## src/rtl/mem_read_arbiter_if.sv

```systemverilog
// AR/R bundle between the L1 requesters, the read arbiter and the downstream port.
// The slave modport is the arbiter's view; the master modport is everything around it.
interface mem_read_arbiter_if #(
    parameter int NUM_REQ    = 2,
    parameter int ADDR_WIDTH = 32,
    parameter int DATA_WIDTH = 128,
    parameter int RESP_WIDTH = 4
);
    logic [NUM_REQ-1:0]            req_arvalid;
    logic [NUM_REQ-1:0]            req_arready;
    logic [NUM_REQ*ADDR_WIDTH-1:0] req_araddr;
    logic [NUM_REQ-1:0]            req_rvalid;
    logic [NUM_REQ-1:0]            req_rready;
    logic [DATA_WIDTH-1:0]         req_rdata;
    logic [RESP_WIDTH-1:0]         req_rresp;

    logic                          m_arvalid;
    logic                          m_arready;
    logic [ADDR_WIDTH-1:0]         m_araddr;
    logic                          m_rvalid;
    logic                          m_rready;
    logic [DATA_WIDTH-1:0]         m_rdata;
    logic [RESP_WIDTH-1:0]         m_rresp;
    logic                          m_rlast;

    modport slave (
        input  req_arvalid, req_araddr, req_rready,
        input  m_arready, m_rvalid, m_rdata, m_rresp, m_rlast,
        output req_arready, req_rvalid, req_rdata, req_rresp,
        output m_arvalid, m_araddr, m_rready
    );

    modport master (
        output req_arvalid, req_araddr, req_rready,
        output m_arready, m_rvalid, m_rdata, m_rresp, m_rlast,
        input  req_arready, req_rvalid, req_rdata, req_rresp,
        input  m_arvalid, m_araddr, m_rready
    );
endinterface

```

## src/rtl/mem_read_arbiter.sv

```systemverilog
// Round-robin arbiter sharing one downstream AR/R port among NUM_REQ requesters,
// with exactly one read outstanding at a time.
//
// state | meaning
// IDLE  | scanning requesters from rr_ptr, grant accepted combinationally
// ADDR  | addr_q presented on m_ar*, held until m_arready
// DATA  | R channel routed to owner until the rlast handshake
module mem_read_arbiter #(
    parameter int NUM_REQ    = 2,
    parameter int ADDR_WIDTH = 32,
    parameter int DATA_WIDTH = 128,
    parameter int RESP_WIDTH = 4
) (
    input  logic                clk,
    input  logic                rst_n,
    mem_read_arbiter_if.slave   bus,
    output logic                busy,
    output logic                protocol_err
);
    localparam int IDX_W = $clog2(NUM_REQ);

    typedef enum logic [1:0] {IDLE, ADDR, DATA} state_t;

    state_t                  state, state_d;
    logic [IDX_W-1:0]        owner, owner_d;
    logic [IDX_W-1:0]        rr_ptr, rr_ptr_d;
    logic [ADDR_WIDTH-1:0]   addr_q, addr_d;
    logic [IDX_W-1:0]        grant, cand;
    logic                    grant_found;
    logic [NUM_REQ-1:0]      arready_vec, rvalid_vec;
    logic                    rready_fwd;

    always_ff @(posedge clk or negedge rst_n) begin
        if (!rst_n) begin
            state        <= IDLE;
            owner        <= '0;
            rr_ptr       <= '0;
            addr_q       <= '0;
            protocol_err <= 1'b0;
        end else begin
            state        <= state_d;
            owner        <= owner_d;
            rr_ptr       <= rr_ptr_d;
            addr_q       <= addr_d;
            protocol_err <= bus.m_rvalid && (state != DATA);
        end
    end

    // First valid requester at or after rr_ptr, wrapping
    always_comb begin
        grant_found = 1'b0;
        grant       = '0;
        cand        = '0;
        for (int k = 0; k < NUM_REQ; k++) begin
            cand = IDX_W'((int'(rr_ptr) + k) % NUM_REQ);
            if (!grant_found && bus.req_arvalid[cand]) begin
                grant_found = 1'b1;
                grant       = cand;
            end
        end
    end

    always_comb begin
        state_d     = state;
        owner_d     = owner;
        rr_ptr_d    = rr_ptr;
        addr_d      = addr_q;
        arready_vec = '0;
        rvalid_vec  = '0;
        rready_fwd  = 1'b0;
        case (state)
            IDLE: begin
                if (grant_found) begin
                    arready_vec[grant] = 1'b1;
                    addr_d  = bus.req_araddr[grant*ADDR_WIDTH +: ADDR_WIDTH];
                    owner_d = grant;
                    state_d = ADDR;
                end
            end
            ADDR: begin
                if (bus.m_arready) state_d = DATA;
            end
            DATA: begin
                rready_fwd        = bus.req_rready[owner];
                rvalid_vec[owner] = bus.m_rvalid;
                if (bus.m_rvalid && rready_fwd && bus.m_rlast) begin
                    state_d  = IDLE;
                    rr_ptr_d = (owner == IDX_W'(NUM_REQ - 1)) ? '0 : owner + IDX_W'(1);
                end
            end
            default: state_d = IDLE;
        endcase
    end

    assign bus.req_arready = arready_vec;
    assign bus.req_rvalid  = rvalid_vec;
    assign bus.req_rdata   = DATA_WIDTH'(bus.m_rdata);
    assign bus.req_rresp   = RESP_WIDTH'(bus.m_rresp);
    assign bus.m_arvalid   = (state == ADDR);
    assign bus.m_araddr    = addr_q;
    assign bus.m_rready    = rready_fwd;
    assign busy            = (state != IDLE);
endmodule

```

## src/flat_wrapper.sv

```systemverilog
// flat-port wrapper written by rule: the top's interface ports become plain ports
module mem_read_arbiter_flat 
#(
    parameter int NUM_REQ    = 2,
    parameter int ADDR_WIDTH = 32,
    parameter int DATA_WIDTH = 128,
    parameter int RESP_WIDTH = 4
)
  (clk, rst_n, busy, protocol_err, bus_req_arvalid, bus_req_araddr, bus_req_rready, bus_m_arready, bus_m_rvalid, bus_m_rdata, bus_m_rresp, bus_m_rlast, bus_req_arready, bus_req_rvalid, bus_req_rdata, bus_req_rresp, bus_m_arvalid, bus_m_araddr, bus_m_rready);
  mem_read_arbiter_if #(.NUM_REQ(NUM_REQ), .ADDR_WIDTH(ADDR_WIDTH), .DATA_WIDTH(DATA_WIDTH), .RESP_WIDTH(RESP_WIDTH)) bus_i ();
  input  logic clk;
  input  logic rst_n;
  output logic busy;
  output logic protocol_err;
  input wire logic [$bits(bus_i.req_arvalid)-1:0] bus_req_arvalid;
  input wire logic [$bits(bus_i.req_araddr)-1:0] bus_req_araddr;
  input wire logic [$bits(bus_i.req_rready)-1:0] bus_req_rready;
  input wire logic [$bits(bus_i.m_arready)-1:0] bus_m_arready;
  input wire logic [$bits(bus_i.m_rvalid)-1:0] bus_m_rvalid;
  input wire logic [$bits(bus_i.m_rdata)-1:0] bus_m_rdata;
  input wire logic [$bits(bus_i.m_rresp)-1:0] bus_m_rresp;
  input wire logic [$bits(bus_i.m_rlast)-1:0] bus_m_rlast;
  output wire logic [$bits(bus_i.req_arready)-1:0] bus_req_arready;
  output wire logic [$bits(bus_i.req_rvalid)-1:0] bus_req_rvalid;
  output wire logic [$bits(bus_i.req_rdata)-1:0] bus_req_rdata;
  output wire logic [$bits(bus_i.req_rresp)-1:0] bus_req_rresp;
  output wire logic [$bits(bus_i.m_arvalid)-1:0] bus_m_arvalid;
  output wire logic [$bits(bus_i.m_araddr)-1:0] bus_m_araddr;
  output wire logic [$bits(bus_i.m_rready)-1:0] bus_m_rready;
  assign bus_i.req_arvalid = bus_req_arvalid;
  assign bus_i.req_araddr = bus_req_araddr;
  assign bus_i.req_rready = bus_req_rready;
  assign bus_i.m_arready = bus_m_arready;
  assign bus_i.m_rvalid = bus_m_rvalid;
  assign bus_i.m_rdata = bus_m_rdata;
  assign bus_i.m_rresp = bus_m_rresp;
  assign bus_i.m_rlast = bus_m_rlast;
  assign bus_req_arready = bus_i.req_arready;
  assign bus_req_rvalid = bus_i.req_rvalid;
  assign bus_req_rdata = bus_i.req_rdata;
  assign bus_req_rresp = bus_i.req_rresp;
  assign bus_m_arvalid = bus_i.m_arvalid;
  assign bus_m_araddr = bus_i.m_araddr;
  assign bus_m_rready = bus_i.m_rready;
  mem_read_arbiter #(.NUM_REQ(NUM_REQ), .ADDR_WIDTH(ADDR_WIDTH), .DATA_WIDTH(DATA_WIDTH), .RESP_WIDTH(RESP_WIDTH)) u_core (.clk(clk), .rst_n(rst_n), .bus(bus_i), .busy(busy), .protocol_err(protocol_err));
endmodule
```

## config.mk

```make
export PLATFORM = sky130hd
export DESIGN_NAME = mem_read_arbiter_flat
export DESIGN_NICKNAME = d
export VERILOG_FILES = /design/src/rtl/mem_read_arbiter_if.sv /design/src/rtl/mem_read_arbiter.sv /design/src/flat_wrapper.sv
export SDC_FILE = /design/constraint.sdc
export NUM_CORES = 1
export LEC_CHECK = 0
export CAP_MARGIN = 20
export CORE_AREA = 4 4 143 145
export CTS_CLUSTER_DIAMETER = 150
export DETAILED_ROUTE_END_ITERATION = 8
export DIE_AREA = 0 0 147 149
export SETUP_SLACK_MARGIN = 0.05
export SKIP_CTS_REPAIR_TIMING = 1
export SLEW_MARGIN = 20
export SYNTH_ARGS = -nofsm -noshare
export SYNTH_HDL_FRONTEND = slang
export SYNTH_SLANG_ARGS = --single-unit
```

## constraint.sdc

```tcl
create_clock -name clk -period 1.1 [get_ports clk]
set_input_delay 0.22 -clock clk [delete_from_list [all_inputs] [get_ports clk]]
set_output_delay 0.22 -clock clk [all_outputs]
set_load 0.005 [all_outputs]
```

---- After elaboration in Yosys (flattened, before gate mapping) ----
Index checks and enable logic that the tools add are counted.
storage, ports and cells
  register bits after elaboration ......... 37
  bits of input ports ..................... 205
  output and inout bits ................... 172
  logic and storage cells ................. 56
cells by class
  $add $sub $neg .......................... 2
  $lt $le $gt $ge ......................... 6
  eq/ne operators ......................... 6
  shift operators ......................... 1
  multiplexer cells ....................... 23
  bitwise operators ....................... 1
  reductions and logical operators ........ 12
operator list
  kind                                                                      number
  64-bit by 7-bit indexed part select with 32-bit output                    1
  1-bit two-way mux                                                         14
  2-bit two-way mux                                                         6
  1-bit by 2-bit < comparator with 1-bit output (second input constant)     4
  1-bit logical AND                                                         6
  2-bit case mux with 3 select lines                                        1
  2-bit by 1-bit inequality test with 1-bit output (second input constant)  2
  2-bit inequality test (second input constant)                             2
  2-bit AND reduction                                                       2
  3-bit AND reduction                                                       1
  1-bit adder (second input constant)                                       2
  2-bit bitwise AND                                                         1
  1-bit demux with 1-bit select                                             2
  2-bit by 1-bit == test with 1-bit output (second input constant)          1
  2-bit == test (second input constant)                                     1
  1-bit greater-or-equal comparator (second input constant)                 2
  2-bit logical NOT                                                         1
  2-bit nonzero test                                                        1
  1-bit logical NOT                                                         1

---- Logic depth before layout (Yosys ltp) ----
Gate-level depths: netlist of run 1.
  depth in word-level cells ............... 12
  gate-level depth with buffers ........... 5
  gate-level depth less buffers ........... 4

---- Worst setup path before layout of run 1 ----
OpenSTA, ideal clock, no wires.
  path type ............................... register -> register
  start point ............................. register u_core.state[1]
  end point ............................... register u_core.addr_q[12], in the netlist u_core.bus.m_araddr[12]
  setup time .............................. 0.131 ns
  data arrival time ....................... 1.066 ns
  data required time ...................... 0.969 ns
  slack ................................... -0.097 ns
  stages on the path, launching flop included .. 6
  path buffers ............................ 1
  clock period less this slack ............ 1.197 ns
  path through ............................ dfrtp_1 > nor2_2 > inv_2 > buf_2 > a311oi_1 > a2bb2oi_1
on the way
  longest elaborated chain between the ends .. 2
RTL lines
  what                           line                    RTL
  start, declared                mem_read_arbiter.sv:24  state_t state, state_d;
  start signal, assigned         mem_read_arbiter.sv:41  state <= state_d;
  2-bit logical NOT              mem_read_arbiter.sv:71  case (state)
  2-bit AND reduction (no line)  -
  end signal, assigned           mem_read_arbiter.sv:44  addr_q <= addr_d;
  end, declared                  mem_read_arbiter.sv:27  logic [ADDR_WIDTH-1:0] addr_q, addr_d;
Every way passes these cells.
A chain may end at the register's enable or synchronous reset.

---- Worst setup path in the final report of run 1 ----
  start point ............................. register u_core.state[1]
  end point ............................... output port busy
on the way
  longest elaborated chain between the ends .. 1
RTL lines
  what                line                     RTL
  2-bit nonzero test  mem_read_arbiter.sv:102  assign busy = (state != IDLE);
  end, declared       flat_wrapper.sv:13       output logic busy;
Every way passes these cells.

==> results of run 1 <==
==> worst max-delay path: cells and delay by family (launching register included) <==
family                 cells  cell delay [ns]
buffers and inverters      3             0.42
and+or+nand+nor            1             0.17
DFF                        1             0.41
==> worst max-delay path by stage <==
stage,from,to,depth (start not counted)
floorplan,u_core.state[0],u_core.bus.m_araddr[0],5
global placement,bus_req_arvalid[0],u_core.bus.m_araddr[23],5
detailed placement,bus_req_arvalid[0],u_core.bus.m_araddr[0],5
CTS,u_core.state[0],busy,4
global route,u_core.state[1],bus_req_arready[1],4
finish,u_core.state[1],busy,4
==> flip-flops by register name, summed over array words and instances (netlist names) <==
signal and flops:
u_core.rr_ptr 1, u_core.owner 1, u_core.protocol_err 1, u_core.state 2, u_core.bus.m_araddr 32
==> stage by stage <==
step	power, mW	TNS (ns)	hold slack, ns
final	10.4	-12.07	0.416
after global routing	11.0	-14.52	0.429
after CTS	9.25	-32.01	-0.0968
after detailed placement	7.37	-29.55	0.214
after global placement	7.30	-27.53	0.206
after floorplan	5.05	-1.93	-0.0756
==> power by group <==
group	switching, mW	internal (mW)	total, mW
logic	2.58	3.53	6.11
clock network	0.650	1.13	1.78
registers	0.443	2.05	2.49
==> cells in the mapped netlist (3+ instances only) <==
cell,instances,share of area (%)
a311oi_1,26,7.6
nor2_1,4,0.50
a2bb2oi_1,31,9.0
buf_2,9,1.5
buf_4,133,33
inv_1,4,0.50
dfrtp_1,37,31
o21ai_1,6,1.0
o21ai_0,28,4.7
buf_6,7,2.6
clkbuf_1,3,0.38
a311oi_2,5,2.5
==> cells by family (layout without fill, tap and decap cells) <==
logic type             Yosys count  in the layout  synth area share, %
buffers and inverters          159            185                 38.7
AO/OA/AOI/OAI                   99             99                 25.6
flip-flops                      37             37                 30.8
AND/OR/NAND/NOR                 18             19                 4.13
multiplexers                     2              2                0.667
==> cell type report <==
| cell class | instances | area (µm²) |
|---|---|---|
| Clock inverter | 2 | 37.5 |
| Clock buffer | 6 | 139 |
| Multi-Input combinational cell | 120 | 1150 |
| Timing Repair Buffer | 172 | 1630 |
| Tap cell | 265 | 332 |
| Inverter | 5 | 23.8 |
| Sequential cell | 37 | 926 |
| Fill cell | 2064 | 15000 |
==> metal layers <==
layer / vias to the layer above / part of all wire (%)
met5: - / 0
met1: 1146 / 34
met2: 213 / 47
met4: 0 / 5.0
met3: 81 / 14
li1: 1057 / -
==> impl_metrics.yaml, run 1 <==
run_status:
  status: "finished with violations"
  violations: "negative setup slack"
floorplan:
  rows: 51
  die_w_um: 147
  start_util_pct: 15.6
  design.die.area_um2: 21900
  die_y_um: 149
  coreArea_um2: 19200
  ios: 377
synthesis:
  ys_seq_area_share_pct: 30.8
  synth_seq_cells: 37
  synth.distinct_cells: 29
  synth_area_um2: 3000
  avgSynthCellArea_um2: 9.53
  synth_edf_count: 0
  yosysWarnings: 0
  synth_cells: 315
  ys.flop_type: "dfrtp_1"
  syn_nets: 520
  synthArstFlopShare_pct: 100
timing:
  tightest_slew_ns: 0.572
  hold_violations: 0
  period_share_pct: 137
  fin_skew_ns: 0.00403
  fmax_mhz: 665
  setup_viol_count_final: 41
  fin_crit_ns: 1.50
  setup_slack_ns: -0.404
  rsz0062_at_grt: "true"
  slew_violations: 0
  slew_headroom_pct: 61.9
layout:
  layout_commonest_cell: "clkdlybuf4s50_1"
  postLayoutCellArea_um2: 4240
  insertedDiodeCount: 0
  drive_gt1_share_pct: 45.3
  nets: 546
  fin_util_pct: 22.1
  final_cell_mix: "clkdlybuf4s50_1, buf_4, dfrtp_1, a311oi_2, clkbuf_2"
  area_growth_syn_to_layout_pct: 41.2
  finalNonFillerCells: 607
setup_path:
  start_kind: "register"
  slowest_stage: "dfrtp_1"
  r2r_end: "u_core.bus.m_araddr[6]"
  cp.arrival_ns: 1.28
  cp.required_ns: 0.88
  crit_path_end_kind: "output port"
  critPathMaxFanout: 12
  crit_chain: "nor2_4, inv_6, buf_12, dlymetal6s2s_1"
  r2r_setup_slack_ns: -0.36
  cpPeakStageDelay_ns: 0.41
  r2r_start: "u_core.rr_ptr"
  critPathKind: "register to output port"
  r2r_cells: 6
hold_path:
  hold_end: "u_core.state[0]"
  hold_class: "primary input to register"
  min_from: "bus_req_arvalid[1]"
  hold_depth: 4
detailed_routing:
  ant_nets: 0
  via_count: 2497
  first_iter_violations: 84
  drt-pass1-iter-count: 4
  wl_um: 13300
  drc: 0
  via_per_inst: 4.11
  wl_per_cell_um: 21.9
clock_tree:
  h-tree-depth: 2
  cts_inserted_buffers: 5
  clk_latency_ns: 0.29
  cts_tree: "yes"
  cts.clk_slew.worst_paths_ns: 0.06
  clock_path_buffers: 2
  clock-root-buffer: "clkbuf_16"
  clock-sinks: 37
global_route:
  met1_usage_pct: 10.1
  grt_busiest_layer: "met2"
  antenna_found_initial: 0
  grt_first_pass_wirelength_um: 16600
  grt_pass1_vias: 2448
  use_met3_pct: 6.41
  grt_start_max_net_pins: 38
  use_met2_pct: 16.0
  grtUsageTotal_pct: 10.1
  grt_overflow: 0
pwr:
  p_per_area_nw_per_um2: 2450
  vdd_drop_max_v: 0.00107
  p_leak_nw: 1.69
placement:
  place_ws_ns: -0.800
  hpwlAfterDp_um: 9060
  gp_congestion: 0.667
  place_inst: 570
  place_area_um2: 3610
  port_buffers: 112
job:
  maxCapViolCount: 0
Note: power is estimated with default switching activity, not from simulation.
==> inputs of run 2 (changes only) <==
Settings changed: CORE_AREA 4 4 143 145 to 2 2 145 147, GPL_ROUTABILITY_DRIVEN from default to 0.
==> run 2 against run 1 <==
The flow still finishes with violations (negative setup slack). Clock skew decreased by 0.00090 ns. Routed wire length is 2.2% higher. Cell area rose by 7.5%. Total power grew 10%. Sequential power rose by 2%. Sequential share of layout area down 1.5 points. Worst hold slack improved by 0.016 ns. Combinational power increased by 22%. First-iteration DRC count fell by 21%. Largest cell class unchanged.
==> impl_metrics.yaml, run 2 (synthesis results as in run 1) <==
detailed_routing:
  via_per_inst: 4.02
  top_layer: "met5"
  via_count: 2524
  wl_um: 13600
  drc: 0
  ant_nets: 0
  first_iter_violations: 66
  wl_met1_um: 5050
  drt-pass1-iter-count: 4
  routed-wl-met3_um: 1540
  wl_met2_um: 6370
  wl_per_cell_um: 21.7
timing:
  fin_skew_ns: 0.00313
  setup_viol_count_final: 42
  setup_slack_ns: -0.379
  rsz0062_at_grt: "true"
  tightest_slew_ns: 0.600
  hold_violations: 0
  period_share_pct: 134
  fmax_mhz: 676
  fin_crit_ns: 1.48
  slew_headroom_pct: 60.0
  slew_violations: 0
setup_path:
  crit_start: "u_core.state[1]"
  crit_chain: "buf_4, buf_4, and4b_1, clkbuf_2"
  cp.arrival_ns: 1.26
  critPathKind: "register to output port"
  r2r_setup_slack_ns: -0.35
  crit_top_cell: "buf_4"
  crit_path_end_kind: "output port"
  cpPeakStageDelay_ns: 0.40
  cp.required_ns: 0.88
  r2r_end: "u_core.bus.m_araddr[28]"
  start_kind: "register"
  critPathMaxFanout: 3
  r2r_cells: 7
  r2r_start: "u_core.state[1]"
  slowest_stage: "dfrtp_1"
pwr:
  vdd_drop_max_v: 0.00113
  p_sw_share_pct: 35.1
  switching_power_mw: 4.02
  clockPowerShare_pct: 12.9
  p_int_mw: 7.42
  p_total_mw: 11.4
  combPwrFrac_pct: 64.9
  p_per_area_nw_per_um2: 2510
  p_leak_nw: 1.80
  pwr-share-seq_pct: 22.2
floorplan:
  design.die.area_um2: 21900
  die_w_um: 147
  coreArea_um2: 20600
  start_util_pct: 14.6
  die_y_um: 149
  rows: 53
  ios: 377
job:
  maxCapViolCount: 0
global_route:
  grt_pass1_vias: 2455
  grt_overflow: 0
  antenna_found_initial: 1
  grt_start_max_net_pins: 38
  grtUsageTotal_pct: 10.4
  grt_first_pass_wirelength_um: 16700
placement:
  place_inst: 584
  place_ws_ns: -0.701
  hpwlAfterDp_um: 9370
  port_buffers: 112
layout:
  largest_register_ffs: 32
  fin_util_pct: 22.2
  seq_area_um2: 927
  layout_commonest_cell: "clkdlybuf4s50_1"
  area_growth_syn_to_layout_pct: 51.7
  multiInputGateArea_um2: 1340
  drive_gt1_share_pct: 51.8
  final_cell_mix: "clkdlybuf4s50_1, buf_4, dfrtp_1, clkbuf_2, o21ai_0"
  nets: 558
  fillers: 2278
  finalNonFillerCells: 628
  insertedDiodeCount: 0
clock_tree:
  h-tree-depth: 2
  cts.clk_slew.worst_paths_ns: 0.06
  clk_latency_ns: 0.28
  cts_tree: "yes"
  clock-root-buffer: "clkbuf_16"
  clock_path_buffers: 2
  clock-sinks: 37
  cts_inserted_buffers: 5
run_status:
  violations: "negative setup slack"
  status: "finished with violations"
hold_path:
  hold_class: "primary input to asynchronous set/reset pin"
run 2: cell count changes in the layout (fill, tap and decap cells not counted), moves of 2 or more:
| cell | before | now |
|---|---|---|
| buf_4 | 38 | 47 |
| a311oi_2 | 31 | 19 |
| a2bb2oi_2 | 3 | 24 |
| clkbuf_2 | 30 | 27 |
| a311oi_4 | 0 | 6 |
| a2bb2oi_1 | 28 | 7 |
| clkbuf_16 | 9 | 12 |
| dlymetal6s2s_1 | 3 | 5 |
| a311oi_1 | 0 | 6 |
run 2: per-stage QoR:
step | TNS [ns] | hold WS (ns) | instance area [µm²]
after CTS | -27.92 | -0.0975 | 3810
after global placement | -23.65 | 0.209 | 3660
after floorplan | -1.93 | -0.0756 | 3020
final | -12.79 | 0.433 | 4550
after global routing | -15.32 | 0.440 | 4550
after detailed placement | -25.08 | 0.212 | 3660
run 2: per-layer routing:
layer	global-route usage, %	vias to the layer above
li1	-	1083
met4	6.35	2
met1	11.2	1208
met2	16.0	164
met3	5.96	67
met5	0	-
run 2: power by group through the flow:
stage / registers [mW] / logic (mW) / clock network (mW)
2_1_floorplan: 2.47 / 2.58 / 0
6_report: 2.54 / 7.43 / 1.48
5_1_grt: 2.62 / 7.94 / 1.60
3_3_place_gp: 2.53 / 4.99 / 0
3_5_place_dp: 2.48 / 5.06 / 0
4_1_cts: 2.50 / 5.05 / 1.56
run 2: final cells by class:
type                            count  share of cell area, %
Tap cell                          275                   7.55
Multi-Input combinational cell    120                   29.4
Clock buffer                        7                   3.13
Timing Repair Buffer              184                   39.1
Sequential cell                    37                   20.4
Inverter                            5                  0.412
run 2: critical path, delay by kind of cell, from the launching register on:
kind | cells | cell delay [ns]
simple gates | 1 | 0.19
buf+inv | 3 | 0.38
flops | 1 | 0.40
run 2: worst max path at each step:
stage	end	slack [ns]
finish	bus_req_rvalid[1]	-0.38
global route	bus_req_arready[1]	-0.43
CTS	bus_req_arready[0]	-0.86
detailed placement	u_core.bus.m_araddr[27]	-0.70
global placement	bus_req_arready[0]	-0.68
floorplan	u_core.bus.m_araddr[0]	-0.08
==> variant 1, RTL diff (settings of run 2) <==
Register the output `protocol_err` once more, without a reset; this adds one clock of latency there. The other outputs are not delayed to match.
--- a/src/rtl/mem_read_arbiter.sv
+++ b/src/rtl/mem_read_arbiter.sv
@@ -21,6 +21,8 @@
 
     typedef enum logic [1:0] {IDLE, ADDR, DATA} state_t;
 
+    logic protocol_err_s0;
+
     state_t                  state, state_d;
     logic [IDX_W-1:0]        owner, owner_d;
     logic [IDX_W-1:0]        rr_ptr, rr_ptr_d;
@@ -36,13 +38,13 @@
             owner        <= '0;
             rr_ptr       <= '0;
             addr_q       <= '0;
-            protocol_err <= 1'b0;
+            protocol_err_s0 <= 1'b0;
         end else begin
             state        <= state_d;
             owner        <= owner_d;
             rr_ptr       <= rr_ptr_d;
             addr_q       <= addr_d;
-            protocol_err <= bus.m_rvalid && (state != DATA);
+            protocol_err_s0 <= bus.m_rvalid && (state != DATA);
         end
     end
 
@@ -100,5 +102,9 @@
     assign bus.m_araddr    = addr_q;
     assign bus.m_rready    = rready_fwd;
     assign busy            = (state != IDLE);
+    always_ff @(posedge clk) begin
+        protocol_err <= protocol_err_s0;
+    end
+
 endmodule
 
Check against the original RTL: not equivalent (Yosys sat finds a counterexample within 4 cycles, from zero or initial values and one cycle with rst_n low).
==> variant 1 against run 2 <==
The flow still finishes with violations (setup timing); final area down 10%; synthesized cell count up 0.32%; power down 12%; wire length down 8.5%; maximum frequency down 5.0%; sequential cell count up 1; cell count down 3.2%; area after synthesis up 0.67%; worst setup slack worse by 78 ps; largest cell class unchanged; highest routed layer is now met4.
==> variant 1: results (changes against run 2) <==
- WL met2: 5540 um (-13%)
- Area after DPL: 3670 um^2 (+0.27%)
- Final WS setup: -457 ps (-78.0 ps)
- Final Setup Violations: 41 (-2.4%)
- Dpl cells: 582 (-0.34%)
- HPWL Detailed: 9220 um (-1.7%)
- Number of global-route vias before repair: 2,329 (-5.1%)
- First-pass GRT wire length: 16,400 um (-1.9%)
- Uppermost layer routed: met4
- Net switching power: 3.54 mW (-12%)
- M2 GR Usage: 15.5% (-0.47 points)
- R2R setup slack: -450 ps (-100 ps)
- Peak VDD IR: 1.32 mV (+17%)
- Setup Skew: 4.56 ps (+1.42 ps)
- Post-Syn Nets: 521 (+0.19%)
- First DRT Iteration DRCs: 72 (+9.1%)
- Post-Syn Area per Cell: 9.56 um^2 (+0.35%)
- Met3 Wirelength: 1640 um (+6.0%)
- Layout cells sized above 1: 42.3% (-9.5 points)
- Met1 Use GR: 11.3% (+0.094 points)
- GR Util met3: 5.69% (-0.28 points)
- Pre-CTS setup slack: -694 ps (+6.79 ps)
- FFs w/ async S/R, synth: 97.4% (-2.6 points)
- DR vias: 2,416 (-4.3%)
- P per Cell Area: 2450 nW/um^2 (-2.4%)
- Worst setup endpoint: busy
- Metal1 wirelength: 4670 um (-7.5%)
- Status: finished with violations
- Failing checks: setup timing
- Comb power: 5.74 mW (-23%)
[variant 1: worst min-delay path by stage]
stage | end | cells past startpoint
final | u_core.protocol_err$_DFF_P_ | 0
after global routing | u_core.protocol_err$_DFF_P_ | 0
after CTS | u_core.bus.m_araddr[9]$_DFFE_PN0P_ | 2
after detailed placement | u_core.state[1]$_DFFE_PN0P_ | 2
after global placement | u_core.state[1]$_DFFE_PN0P_ | 2
after floorplan | u_core.bus.m_araddr[0]$_DFFE_PN0P_ | 0
[variant 1: area by class of cell]
class                           count  area, um^2  area share, %
Tap cell                          275         344           8.41
Multi-Input combinational cell    119        1130           27.7
Clock buffer                        5         125           3.06
Sequential cell                    38         947           23.2
Inverter                            5        21.3          0.520
Timing Repair Buffer              163        1470           36.0
Clock inverter                      3        45.0           1.10
[variant 1: worst max-delay path: stages, from the launching register on]
cell            delay, ps
dfrtp_1               390
buf_6                 120
nor2_4                140
inv_4                  80
buf_12                160
dlymetal6s2s_1        150
==> variant 2, RTL diff (flow settings as in run 2) <==
Without the edit above. `NUM_REQ` is set to 2 in 3 places; all go to 4.
--- a/src/rtl/mem_read_arbiter_if.sv
+++ b/src/rtl/mem_read_arbiter_if.sv
@@ -1,7 +1,7 @@
 // AR/R bundle between the L1 requesters, the read arbiter and the downstream port.
 // The slave modport is the arbiter's view; the master modport is everything around it.
 interface mem_read_arbiter_if #(
-    parameter int NUM_REQ    = 2,
+    parameter int NUM_REQ    = 4,
     parameter int ADDR_WIDTH = 32,
     parameter int DATA_WIDTH = 128,
     parameter int RESP_WIDTH = 4
--- a/src/rtl/mem_read_arbiter.sv
+++ b/src/rtl/mem_read_arbiter.sv
@@ -6,7 +6,7 @@
 // ADDR  | addr_q presented on m_ar*, held until m_arready
 // DATA  | R channel routed to owner until the rlast handshake
 module mem_read_arbiter #(
-    parameter int NUM_REQ    = 2,
+    parameter int NUM_REQ    = 4,
     parameter int ADDR_WIDTH = 32,
     parameter int DATA_WIDTH = 128,
     parameter int RESP_WIDTH = 4
--- a/src/flat_wrapper.sv
+++ b/src/flat_wrapper.sv
@@ -1,7 +1,7 @@
 // flat-port wrapper written by rule: the top's interface ports become plain ports
 module mem_read_arbiter_flat 
 #(
-    parameter int NUM_REQ    = 2,
+    parameter int NUM_REQ    = 4,
     parameter int ADDR_WIDTH = 32,
     parameter int DATA_WIDTH = 128,
     parameter int RESP_WIDTH = 4
Interface: changed (5 resized); port bits go from 377 to 449. No check against the original RTL was run, so the function may have changed too.
==> variant 2 against run 2 <==
Clock power is 9% higher; combinational power is 5.8% higher; global-route usage is 0.36 points higher; via count is 21% higher; power is 5.4% higher; synthesized cell count is 17% higher; area after synthesis is 17% higher; sequential cell count is 2 higher; critical path type unchanged; largest cell class unchanged; final area is 19% higher; wire length is 4.7% lower; the run still ends with setup timing left; worst hold slack better by 7.1 ps; worst setup slack worse by 400 ps; cell count is 19% higher.
==> variant 2: results (changes against run 2) <==
- Post-synthesis sequential area ratio: 27.9% (-3.0 points)
- HPWL Detailed: 9500 um (+1.3%)
- ClkCell Share: 2.90% (-0.23 points)
- Largest net degree at the start of global routing: 40 (+5.3%)
- Status: finished with violations
- Multi-input gate area in the final layout: 1610 um^2 (+20%)
- First DRT Iteration DRCs: 83 (+26%)
- Slew @ Worst Pin: 375 ps (-225 ps)
- Inverters: 4 (-1)
- Smallest hold slack: 440 ps (+7.14 ps)
- Post-synth top cells: buf_4 (133), mux2i_1 (64), dfrtp_1 (39)
- Setup tns final: -31,110 ps (-18,320 ps)
- Peak VDD IR: 0.872 mV (-23%)
- Final Setup Violations: 50 (+19%)
- Sequential Power Share: 21.4% (-0.8 points)
- Multi-input gates: 176 (+47%)
- Crit path largest cell delay: 380 ps (-20 ps)
- Post-synthesis compound-gate area fraction: 10.6% (-15 points)
- Total GRT Usage: 10.8% (+0.36 points)
- Final WS setup: -774 ps (-395 ps)
- Power Internal: 7.49 mW (+0.88%)
- Post-Syn Instances: 370 (+17%)
- Met3 Wirelength: 1670 um (+8.3%)
- Uppermost layer routed: met4
- Wire length per cell: 17.4 um (-20%)
- Flip-flop and latch count: 39 (+5.4%)
- DR vias: 3,042 (+21%)
- Netlist cell types: 28 (-3.4%)
- Reg2reg path depth: 8 (+1)
- Initial antenna violation count: 0 (-1)
- Post-Syn Nets: 647 (+24%)
- Final wirelength: 13,000 um (-4.7%)
- Worst setup endpoint: bus_req_arready[3]
- Non-clock buffering overhead: 42.5% (+3.4 points)
- Fillers: 2,226 (-2.3%)
- First-pass GRT wire length: 17,500 um (+4.7%)
- WL met2: 6270 um (-1.5%)
- Failing checks: setup timing
- Pre-CTS setup slack: -1220 ps (-514 ps)
- Fin area: 5400 um^2 (+19%)
- Leak: 2.46 nW (+37%)
- Number of global-route vias before repair: 2,893 (+18%)
- Multiplexer share of the synthesized area: 19.3% (+19 points)
- Area after DPL: 5000 um^2 (+37%)
## variant 2: cell count changes in the layout (fill, tap and decap cells not counted), sizes merged, moves of 3 or more
cell                  run 2  this run
nor2b                     0         5
a2bb2oi                  31         0
nand2                     1        37
clkbuf                   41        44
a311oi                   31         0
o221ai                    0        33
o21ai                    34         4
ha                        0         4
clkdlybuf4s50            69       136
buf                      75        69
nand2b                    4         1
and3                      0         4
mux2i                     2        64
## variant 2: per-layer routing
layer | GRT usage [%] | up-vias
li1 | - | 1352
met3 | 5.90 | 67
met4 | 5.87 | 0
met1 | 11.4 | 1401
met5 | 0 | -
met2 | 17.3 | 222
## variant 2: cells by family (layout without fill, tap and decap cells)
| kind of cell | after synthesis | count (layout) |
|---|---|---|
| flip-flops | 39 | 39 |
| multiplexers | 66 | 66 |
| AND/OR/NAND/NOR | 60 | 60 |
| AO/OA/AOI/OAI | 46 | 46 |
| adder cells (fa/ha/maj) | 4 | 4 |
| buffers and inverters | 155 | 257 |
